--- config.mk ---
export PLATFORM = sky130hd
export DESIGN_NAME = image_fetch_stream_flat
export DESIGN_NICKNAME = d
export VERILOG_FILES = /design/src/rtl/image_fetch_stream_pkg.sv /design/src/rtl/image_fetch_stream_if.sv /design/src/rtl/image_fetch_stream_fifo.sv /design/src/rtl/image_fetch_stream.sv /design/src/flat_wrapper.sv
export SDC_FILE = /design/constraint.sdc
export NUM_CORES = 1
export LEC_CHECK = 0
export BUFFER_PORTS_ARGS = -buffer_cell sky130_fd_sc_hd__buf_2
export CORE_ASPECT_RATIO = 0.7
export CORE_UTILIZATION = 25
export CTS_CLUSTER_DIAMETER = 200
export DETAILED_ROUTE_END_ITERATION = 12
export GPL_TIMING_DRIVEN = 0
export PLACE_DENSITY = 0.47
export SLEW_MARGIN = 5
export SYNTH_ARGS = -nofsm -noshare
export SYNTH_HDL_FRONTEND = slang
export SYNTH_SLANG_ARGS = --single-unit
--- constraint.sdc ---
create_clock -name clk -period 8.8 [get_ports clk]
set_input_delay 0.44 -clock clk [delete_from_list [all_inputs] [get_ports clk]]
set_output_delay 0.44 -clock clk [all_outputs]
set_load 0.01 [all_outputs]
--- src/rtl/image_fetch_stream_pkg.sv ---
// Shared types and default geometry for the image fetch streamer.
package img_fetch_pkg;

  localparam int unsigned PIX_W          = 16;
  localparam int unsigned ADDR_W         = 16;
  localparam int unsigned IMG_W_DEF      = 224;
  localparam int unsigned IMG_H_DEF      = 224;
  localparam int unsigned FIFO_DEPTH_DEF = 4;

  typedef enum logic [1:0] {IDLE, FETCH, DRAIN, DONE} state_e;

  typedef struct packed {
    logic [PIX_W-1:0] data;
    logic             eol;
    logic             last;
  } fifo_entry_t;

endpackage

--- src/rtl/image_fetch_stream_if.sv ---
// Control, memory-read and pixel-stream signals of the image fetch streamer.
interface image_fetch_stream_if;
  import img_fetch_pkg::*;

  logic              start;
  logic              busy;
  logic              done;
  logic              err;
  logic              mem_req;
  logic [ADDR_W-1:0] mem_addr;
  logic [PIX_W-1:0]  mem_pixel;
  logic              mem_valid;
  logic [PIX_W-1:0]  out_data;
  logic              out_valid;
  logic              out_ready;
  logic              out_eol;
  logic              out_last;

  modport master (
    input  start, mem_pixel, mem_valid, out_ready,
    output busy, done, err, mem_req, mem_addr, out_data, out_valid, out_eol, out_last
  );

  modport slave (
    output start, mem_pixel, mem_valid, out_ready,
    input  busy, done, err, mem_req, mem_addr, out_data, out_valid, out_eol, out_last
  );

endinterface

--- src/rtl/image_fetch_stream_fifo.sv ---
// Small synchronous FIFO of tagged pixels; head is read straight from the register array.
module img_fetch_fifo
  import img_fetch_pkg::*;
#(
  parameter  int unsigned DEPTH = FIFO_DEPTH_DEF,
  localparam int unsigned PTR_W = $clog2(DEPTH),
  localparam int unsigned CNT_W = $clog2(DEPTH) + 1
) (
  input  logic             clk,
  input  logic             rst,
  input  logic             push_i,
  input  fifo_entry_t      din_i,
  input  logic             pop_i,
  output fifo_entry_t      head_o,
  output logic [CNT_W-1:0] count_o,
  output logic             full_o,
  output logic             empty_o
);

  fifo_entry_t      mem_q [DEPTH];
  logic [PTR_W-1:0] wr_ptr_q, rd_ptr_q;
  logic [CNT_W-1:0] count_q, count_d;
  logic             full_q, empty_q;
  logic             do_push, do_pop;

  always_comb begin
    do_push = push_i && !full_q;
    do_pop  = pop_i && !empty_q;
    count_d = count_q;
    if (do_push && !do_pop) begin
      count_d = count_q + CNT_W'(1);
    end else if (!do_push && do_pop) begin
      count_d = count_q - CNT_W'(1);
    end
  end

  // Flags are registered from the next count so they carry no logic depth.
  always_ff @(posedge clk or posedge rst) begin
    if (rst) begin
      for (int i = 0; i < int'(DEPTH); i++) begin
        mem_q[i] <= '0;
      end
      wr_ptr_q <= '0;
      rd_ptr_q <= '0;
      count_q  <= '0;
      full_q   <= 1'b0;
      empty_q  <= 1'b1;
    end else begin
      if (do_push) begin
        mem_q[wr_ptr_q] <= din_i;
        wr_ptr_q        <= wr_ptr_q + PTR_W'(1);
      end
      if (do_pop) begin
        rd_ptr_q <= rd_ptr_q + PTR_W'(1);
      end
      count_q <= count_d;
      full_q  <= (count_d == CNT_W'(DEPTH));
      empty_q <= (count_d == '0);
    end
  end

  assign head_o  = mem_q[rd_ptr_q];
  assign count_o = count_q;
  assign full_o  = full_q;
  assign empty_o = empty_q;

endmodule

--- src/rtl/image_fetch_stream.sv ---
// Raster-order image memory requester that repackages read data as a tagged
// valid/ready pixel stream, throttled by credits so backpressure never drops a pixel.
module image_fetch_stream
  import img_fetch_pkg::*;
#(
  parameter int unsigned IMG_W      = IMG_W_DEF,
  parameter int unsigned IMG_H      = IMG_H_DEF,
  parameter int unsigned FIFO_DEPTH = FIFO_DEPTH_DEF
) (
  input  logic clk,
  input  logic rst,
  image_fetch_stream_if.master bus
);

  localparam int unsigned TOTAL = IMG_W * IMG_H;
  localparam int unsigned CNT_W = $clog2(FIFO_DEPTH) + 1;
  localparam int unsigned OCC_W = CNT_W + 1;
  localparam logic [ADDR_W-1:0] LAST_ADDR = ADDR_W'(TOTAL - 1);
  localparam logic [ADDR_W-1:0] LAST_COL  = ADDR_W'(IMG_W - 1);

  state_e            state_q;
  logic              busy_q, done_q, err_q;
  logic              mem_req_q, inflight_q;
  logic [ADDR_W-1:0] mem_addr_q, rx_cnt_q, col_q;

  fifo_entry_t       push_entry_c, head_c;
  logic              push_c, pop_c, last_pop_c, credit_c;
  logic [OCC_W-1:0]  occ_next_c;
  logic [CNT_W-1:0]  fifo_count;
  logic              fifo_full, fifo_empty;

  // Next-cycle occupancy: entries after this edge plus the response that will be in flight.
  always_comb begin
    push_c            = inflight_q;
    push_entry_c.data = bus.mem_valid ? bus.mem_pixel : '0;
    push_entry_c.eol  = (col_q == LAST_COL);
    push_entry_c.last = (rx_cnt_q == LAST_ADDR);
    pop_c             = !fifo_empty && bus.out_ready;
    last_pop_c        = pop_c && head_c.last;
    occ_next_c        = OCC_W'(fifo_count) + OCC_W'(push_c) + OCC_W'(mem_req_q) - OCC_W'(pop_c);
    credit_c          = (occ_next_c < OCC_W'(FIFO_DEPTH));
  end

  img_fetch_fifo #(.DEPTH(FIFO_DEPTH)) u_fifo (
    .clk     (clk),
    .rst     (rst),
    .push_i  (push_c),
    .din_i   (push_entry_c),
    .pop_i   (pop_c),
    .head_o  (head_c),
    .count_o (fifo_count),
    .full_o  (fifo_full),
    .empty_o (fifo_empty)
  );

  always_ff @(posedge clk or posedge rst) begin
    if (rst) begin
      state_q    <= IDLE;
      busy_q     <= 1'b0;
      done_q     <= 1'b0;
      err_q      <= 1'b0;
      mem_req_q  <= 1'b0;
      inflight_q <= 1'b0;
      mem_addr_q <= '0;
      rx_cnt_q   <= '0;
      col_q      <= '0;
    end else begin
      done_q     <= 1'b0;
      inflight_q <= mem_req_q;

      // Every issued request yields exactly one beat; a missing response becomes a zero pixel.
      if (push_c) begin
        rx_cnt_q <= rx_cnt_q + ADDR_W'(1);
        col_q    <= (col_q == LAST_COL) ? '0 : col_q + ADDR_W'(1);
        if (!bus.mem_valid) begin
          err_q <= 1'b1;
        end
      end

      case (state_q)
        IDLE: begin
          if (bus.start) begin
            state_q    <= FETCH;
            busy_q     <= 1'b1;
            err_q      <= 1'b0;
            mem_req_q  <= 1'b1;
            mem_addr_q <= '0;
            rx_cnt_q   <= '0;
            col_q      <= '0;
          end
        end
        FETCH: begin
          if (mem_req_q && (mem_addr_q == LAST_ADDR)) begin
            state_q   <= DRAIN;
            mem_req_q <= 1'b0;
          end else begin
            if (mem_req_q) begin
              mem_addr_q <= mem_addr_q + ADDR_W'(1);
            end
            mem_req_q <= credit_c;
          end
        end
        DRAIN: begin
          if (last_pop_c) begin
            state_q <= DONE;
            done_q  <= 1'b1;
            busy_q  <= 1'b0;
          end
        end
        DONE: begin
          state_q <= IDLE;
        end
        default: begin
          state_q <= IDLE;
        end
      endcase
    end
  end

  assert property (@(posedge clk) disable iff (rst) !(push_c && fifo_full))
    else $error("push into full pixel FIFO");

  assign bus.busy      = busy_q;
  assign bus.done      = done_q;
  assign bus.err       = err_q;
  assign bus.mem_req   = mem_req_q;
  assign bus.mem_addr  = mem_addr_q;
  assign bus.out_valid = !fifo_empty;
  assign bus.out_data  = head_c.data;
  assign bus.out_eol   = head_c.eol;
  assign bus.out_last  = head_c.last;

endmodule

--- src/flat_wrapper.sv ---
// flat-port wrapper written by rule: the top's interface ports become plain ports
module image_fetch_stream_flat import img_fetch_pkg::*;
#(
  parameter int unsigned IMG_W      = IMG_W_DEF,
  parameter int unsigned IMG_H      = IMG_H_DEF,
  parameter int unsigned FIFO_DEPTH = FIFO_DEPTH_DEF
)
  (clk, rst, bus_start, bus_mem_pixel, bus_mem_valid, bus_out_ready, bus_busy, bus_done, bus_err, bus_mem_req, bus_mem_addr, bus_out_data, bus_out_valid, bus_out_eol, bus_out_last);
  image_fetch_stream_if bus_i ();
  input  logic clk;
  input  logic rst;
  input wire logic [$bits(bus_i.start)-1:0] bus_start;
  input wire logic [$bits(bus_i.mem_pixel)-1:0] bus_mem_pixel;
  input wire logic [$bits(bus_i.mem_valid)-1:0] bus_mem_valid;
  input wire logic [$bits(bus_i.out_ready)-1:0] bus_out_ready;
  output wire logic [$bits(bus_i.busy)-1:0] bus_busy;
  output wire logic [$bits(bus_i.done)-1:0] bus_done;
  output wire logic [$bits(bus_i.err)-1:0] bus_err;
  output wire logic [$bits(bus_i.mem_req)-1:0] bus_mem_req;
  output wire logic [$bits(bus_i.mem_addr)-1:0] bus_mem_addr;
  output wire logic [$bits(bus_i.out_data)-1:0] bus_out_data;
  output wire logic [$bits(bus_i.out_valid)-1:0] bus_out_valid;
  output wire logic [$bits(bus_i.out_eol)-1:0] bus_out_eol;
  output wire logic [$bits(bus_i.out_last)-1:0] bus_out_last;
  assign bus_i.start = bus_start;
  assign bus_i.mem_pixel = bus_mem_pixel;
  assign bus_i.mem_valid = bus_mem_valid;
  assign bus_i.out_ready = bus_out_ready;
  assign bus_busy = bus_i.busy;
  assign bus_done = bus_i.done;
  assign bus_err = bus_i.err;
  assign bus_mem_req = bus_i.mem_req;
  assign bus_mem_addr = bus_i.mem_addr;
  assign bus_out_data = bus_i.out_data;
  assign bus_out_valid = bus_i.out_valid;
  assign bus_out_eol = bus_i.out_eol;
  assign bus_out_last = bus_i.out_last;
  image_fetch_stream #(.IMG_W(IMG_W), .IMG_H(IMG_H), .FIFO_DEPTH(FIFO_DEPTH)) u_core (.clk(clk), .rst(rst), .bus(bus_i));
endmodule
Yosys cells after proc, flatten, opt, wreduce, memory -nomap -nowiden
Index checks and enable logic that the tools add are counted.
{"block": "word_totals", "regBits": 136, "in_bits": 21, "out_inout_bits": 39, "word_cells": 109}
{"block": "classes", "addsub": 10, "order_cmp": 4, "eq_ne": 12, "muxes": 35, "bitwise_logic": 2, "n_reduce_logical": 20}
{"cell": "$mux 16", "count": 11}
{"cell": "$bwmux 72", "count": 1}
{"cell": "$mux 18", "count": 3}
{"cell": "$add 16x1->16 const B", "count": 3}
{"cell": "$bmux 18 s2", "count": 1}
{"cell": "$demux 18 s2", "count": 1}
{"cell": "$eq 16x16->1 const B", "count": 2}
{"cell": "$pmux 16 s2", "count": 1}
{"cell": "$eq 16x8->1 const B", "count": 1}
{"cell": "$mux 1", "count": 9}
{"cell": "$logic_and 1x1->1", "count": 8}
{"cell": "$pmux 2 s4", "count": 1}
{"cell": "$ge 3x3->1 const B", "count": 2}
{"cell": "$mux 2", "count": 3}
{"cell": "$mux 3", "count": 2}
{"cell": "$ne 2x1->1 const B", "count": 3}
{"cell": "$not 2->3", "count": 2}
{"cell": "$reduce_and 3->1", "count": 2}
{"cell": "$add 2x1->2 const B", "count": 2}
{"cell": "$add 3x1->4", "count": 1}
{"cell": "$add 4x1->4", "count": 1}
{"cell": "$eq 2x2->1 const B", "count": 2}
{"cell": "$logic_not 1->1", "count": 4}
{"cell": "$lt 4x3->1 const B", "count": 1}
{"cell": "13 further kinds", "count": 16}

Longest topological paths before layout
{"block": "logic_depth", "depth_word": 7, "depth_mapped": 10, "depth_no_buf": 10}

Hierarchy
From an unflattened synthesis, not the netlist that was laid out.
{"block": "unflattened", "hier_cells": 553, "hier_area_um2": 6721.4}
{"mod": "img_fetch_fifo", "n_inst": 1, "cells_per_inst": 227, "area_each_um2": 3649.8}
{"mod": "image_fetch_stream", "n_inst": 1, "cells_per_inst": 326, "area_each_um2": 3071.7}

Worst setup path before layout
Ideal clock, no wire load.
{"block": "synth_timing", "path_type": "flip-flop to flip-flop", "startpoint": "reg u_core.u_fifo.empty_q, in the netlist u_core.u_fifo.empty_o", "endpoint": "reg u_core.mem_req_q, in the netlist u_core.bus.mem_req", "setup_ps": 123, "arrival_time_ps": 2004, "path_slack_ps": 6674, "stages_incl_launch_ff": 11, "n_path_buf": 0, "synth_period_minus_slack_ps": 2126, "path_cell_list": "dfstp_2 nand2b_1 inv_1 ha_1 inv_1 ha_1 a21o_1 a21oi_1 mux2i_1 o21ai_0 o221a_2"}
{"block": "synth_between", "elab_chain_cells": 6}
{"element": "from (decl)", "line": "image_fetch_stream_fifo.sv:23", "text": "logic full_q, empty_q;"}
{"element": "from (signal assigned)", "line": "image_fetch_stream_fifo.sv:58", "text": "empty_q <= (count_d == '0);"}
{"element": "$logic_not 1->1", "line": "image_fetch_stream.sv:38", "text": "pop_c = !fifo_empty && bus.out_ready;"}
{"element": "$logic_and 1x1->1", "line": "image_fetch_stream.sv:38"}
{"element": "$sub 4x1->4", "line": "image_fetch_stream.sv:40", "text": "occ_next_c = OCC_W'(fifo_count) + OCC_W'(push_c) + OCC_W'(mem_req_q) - OCC_W'(pop_c);"}
{"element": "$lt 4x3->1", "line": "image_fetch_stream.sv:41", "text": "credit_c = (occ_next_c < OCC_W'(FIFO_DEPTH));"}
{"element": "$mux 1", "line": "image_fetch_stream.sv:93", "text": "if (mem_req_q && (mem_addr_q == LAST_ADDR)) begin"}
{"element": "$pmux 1 s2", "line": "image_fetch_stream.sv:80", "text": "case (state_q)"}
{"element": "to (signal assigned)", "line": "image_fetch_stream.sv:100", "text": "mem_req_q <= credit_c;"}
{"element": "to (decl)", "line": "image_fetch_stream.sv:23", "text": "logic mem_req_q, inflight_q;"}
Every way passes these cells.
A chain may end at the register's enable or synchronous reset.

Worst setup path in the final report
{"block": "layout_timing", "startpoint": "reg u_core.u_fifo.rd_ptr_q[1]", "endpoint": "out bus_out_data[7]"}
{"block": "layout_between", "elab_chain_cells": 4}
{"element": "from (decl)", "line": "image_fetch_stream_fifo.sv:21", "text": "logic [PTR_W-1:0] wr_ptr_q, rd_ptr_q;"}
{"element": "from (signal assigned)", "line": "image_fetch_stream_fifo.sv:54", "text": "rd_ptr_q <= rd_ptr_q + PTR_W'(1);"}
{"element": "$not 2->3 (implied by the code)", "line": "image_fetch_stream_fifo.sv:62", "text": "assign head_o = mem_q[rd_ptr_q];"}
{"element": "$bmux 18 s2", "line": "image_fetch_stream_fifo.sv:62"}
{"element": "$mux 18 (implied by the code) (2 in series)", "line": "image_fetch_stream_fifo.sv:62"}
{"element": "to (decl)", "line": "flat_wrapper.sv:21", "text": "output wire logic [$bits(bus_i.out_data)-1:0] bus_out_data;"}
Every way passes these cells. The select of a mux whose other input is x is not followed.

==> impl_metrics.csv <==
group,metric,value,unit
detailed_routing,routedWlPerCell,15.6,um
placed_design,hpwl,10.9,mm
synthesis,yosys.area_share.simple,0.176,
synthesis,yosys_register_bits,136,
detailed_routing,antenna_left,0,
synthesis,yosysSeqAreaShare,0.534,
finish,final_cell_count_no_fill,1036,
finish,nFillCells,2654,
detailed_routing,route.vias.total,4686,
global_route,grt_pass1_wl,26.6,mm
synthesis,ys_top_cells_by_count,"135 x dfrtp_1, 120 x nand2_1, 83 x o21ai_0",
synthesis,yosysWarningCount,0,
floorplan,die_x,193,um
clocking,cts_hold_buf,0,
setup_path,crit_top_cell,"clkbuf_1",
power_and_ir_drop,p_leak,3.52,nW
finish,area_growth,21.3,%
setup_path,regToRegStartpoint,"u_core.u_fifo.empty_o$_DFF_PP1_",
synthesis,synth_edf_count,0,
finish,antenna_cells,0,
setup_path,slowest_stage,"clkbuf_1",
global_route,grt_antenna_before_repair,0,
finish,finish.net_count,735,
synthesis,synthFlopType,"dfrtp_1",
clocking,cts_buffer_depth,2,
synthesis,syn_avg_cell_area,10.3,um2
setup_path,cp_slowest_stage_delay,0.65,ns
timing,slew_viol_final,0,
clocking,ctsResizeCount,0,
timing,finalCritPeriodShare,0.345,
synthesis,ys_async_sr_fraction,1.00,
setup_path,crit_chain,"clkbuf_1, clkbuf_1, mux4_2, buf_2",
global_route,grt_usage,0.135,
synthesis,syn_inst,620,
synthesis,synth_top_family_by_area,"simple AND/OR/NAND/NOR gates",
detailed_routing,via_per_inst,4.52,
placed_design,dp.cells,1004,
global_route,grt_overflow,0,
global_route,grt_max_degree,77,
floorplan,row_count,48,
power_and_ir_drop,power,0.00258,W
timing,rsz0062_at_grt,"false",
timing,finalSetupViolCount,0,
synthesis,synth_compound_area_frac,0.0960,
detailed_routing,first_pass_iters,8,
synthesis,synthXorXnorAreaFrac,0.0591,
synthesis,synth.top_cell.area_share,0.530,
setup_path,cp-startpoint,"u_core.u_fifo.rd_ptr_q[1]$_DFFE_PP0P_",
floorplan,die_area,0.0261,mm2
setup_path,criticalPathCategory,"flip-flop to output pin",
finish,drive_gt1_frac,0.177,
synthesis,synth_fa_ha_area_frac,0.0314,
setup_path,path_max_fanout,10,
setup_path,worst-path-buf-inv,3,
clocking,clock_sinks,136,
clocking,htreeDepth,4,
clocking,cts_tree,"done",
synthesis,synth_area_leaders,"dfrtp_1 53%, nand2_1 7.1%, o21ai_0 6.5%",
job,maxCapViolCount,0,
setup_path,critical_path_arrival,2.59,ns
timing,max_freq,330,MHz
clocking,cts_setup_buffers,0,
synthesis,netlist_area,0.00637,mm2
synthesis,ys_types,49,
synthesis,synth_top_area_cell,"dfrtp_1",
setup_path,crit_required,8.36,ns
setup_path,crit_path_start_kind,"flip-flop",
power_and_ir_drop,vdd_drop_max,0.161,mV
run_status,violations,"DRC",
floorplan,core_area,0.0249,mm2
setup_path,cp-end-kind,"output pin",
run_status,status,"finished with violations",
clocking,clk_transition_reported_paths,0.06,ns
timing,skew,0.00692,ns
synthesis,synth_nets,657,
detailed_routing,routed_wl,16.2,mm
synthesis,synthMuxAreaShare,0.0750,
floorplan,start_util,0.256,
placed_design,gp_congestion,0.727,
hold_path,min_path_type,"input pin to asynchronous set/reset pin",
clocking,numCtsBuffers,17,
timing,slew_headroom,0.483,
clocking,cts_root_buf,"clkbuf_16",
detailed_routing,detail_route.iter0.violations,329,
timing,tightest_slew,0.776,ns
setup_path,critPathTopFamily,"buffers and inverters",
synthesis,synth.most_common_cell,"dfrtp_1",
detailed_routing,drcViolationCount,8,
power_and_ir_drop,power_density,334,mW/mm2
timing,fin_setup_tns,0,ns
timing,period_needed,3.03,ns
placed_design,port_buffers,58,
floorplan,ios,60,
clocking,worstSkewPairLatency,0.43,ns
timing,hold_viol,0,
global_route,grt_pass1_vias,4679,
floorplan,fp.dieH,136,um
[sequential cells by signal (all words and copies together) (netlist names)]
| register | cells |
|---|---|
| u_core.bus.busy | 1 |
| u_core.bus.done | 1 |
| u_core.bus.err | 1 |
| u_core.bus.mem_addr | 16 |
| u_core.bus.mem_req | 1 |
| u_core.col_q | 16 |
| u_core.inflight_q | 1 |
| u_core.rx_cnt_q | 16 |
| u_core.state_q | 2 |
| u_core.u_fifo.count_o | 3 |
| u_core.u_fifo.empty_o | 1 |
| u_core.u_fifo.full_o | 1 |
| u_core.u_fifo.mem_q | 72 |
| u_core.u_fifo.rd_ptr_q | 2 |
| u_core.u_fifo.wr_ptr_q | 2 |
[final timing paths]
check	to	slack, ns	depth (start not counted)
worst max-delay path	bus_out_data[7]	5.77	4
worst min-delay path	u_core.rx_cnt_q[3]$_DFF_PP0_	0.15	2
worst max register to register	u_core.bus.mem_req$_DFFE_PP0P_	6.41	10
worst min register to register	u_core.u_fifo.mem_q[60]$_DFFE_PP0P_	0.48	2
max in group asynchronous	u_core.u_fifo.mem_q[69]$_DFFE_PP0P_	7.88	3
min in group clk	u_core.u_fifo.mem_q[48]$_DFFE_PP0P_	0.35	3
[cell usage in the layout, fill, tap and decap left out, types with 6 or more instances in the layout]
cell | Yosys | final
and4_1 | 6 | 6
nand3_1 | 14 | 14
dfrtp_1 | 135 | 135
xnor2_1 | 22 | 22
nor3_1 | 6 | 6
a21oi_1 | 8 | 8
clkbuf_16 | 0 | 17
nand2_1 | 120 | 120
mux4_2 | 18 | 18
xor2_1 | 21 | 21
inv_1 | 19 | 18
nor4_1 | 8 | 8
ha_1 | 16 | 16
nor2_1 | 56 | 56
o21ai_0 | 83 | 83
nand4_1 | 13 | 13
buf_2 | 4 | 62
clkbuf_1 | 20 | 20
[per-stage QoR]
step / cell area (um2) / worst slack, ns / hold slack [ns] / util
6_report: 7730 / 5.77 / 0.150 / 0.311
3_5_place_dp: 7100 / 6.23 / 0.469 / 0.286
3_3_place_gp: 7070 / 2.71 / 0.458 / 0.284
2_1_floorplan: 6370 / 4.72 / 0.445 / -
4_1_cts: 7730 / 5.76 / 0.169 / 0.311
5_1_grt: 7730 / 5.64 / 0.203 / 0.311
[per-layer routing]
metal,up-vias,track usage,part of all wire
li1,2295,-,-
met1,2270,0.209,0.53
met2,108,0.179,0.40
met3,13,0.0378,0.060
met4,0,0.0376,0.0081
met5,-,0,0
[cells by family (layout without fill, tap and decap cells)]
kind of cell	Yosys count	in the layout
AOI/OAI and AO/OA	107	107
and+or+nand+nor	248	248
adders and majority gates	16	16
xor gates and xnor gates	43	43
muxes	25	25
DFF	136	136
buffers and inverters	45	136
[worst reg2reg max path, stage by stage, from the launching register on]
cell and delay (ns):
dfstp_2 0.55, nand2b_1 0.20, inv_1 0.12, ha_1 0.29
inv_1 0.04, ha_1 0.26, a21o_1 0.15, a21oi_1 0.20
mux2i_1 0.21, o21ai_0 0.11, o221a_2 0.13
[where the power goes]
group	internal (W)	switching [W]
Clock	0.000475	0.000297
Sequential	0.000814	0.000124
Combinational	0.000356	0.000516
Total	0.00164	0.000937
[layout make-up]
cell class | instances | area (um2) | share of cell area
Clock inverter | 15 | 203 | 0.0262
Multi-Input combinational cell | 439 | 2790 | 0.360
Timing Repair Buffer | 59 | 318 | 0.0411
Tap cell | 325 | 407 | 0.0526
Buffer | 26 | 110 | 0.0142
Inverter | 19 | 76.3 | 0.00987
Clock buffer | 17 | 425 | 0.0550
Sequential cell | 136 | 3400 | 0.440
(Power assumes the default switching activity.)
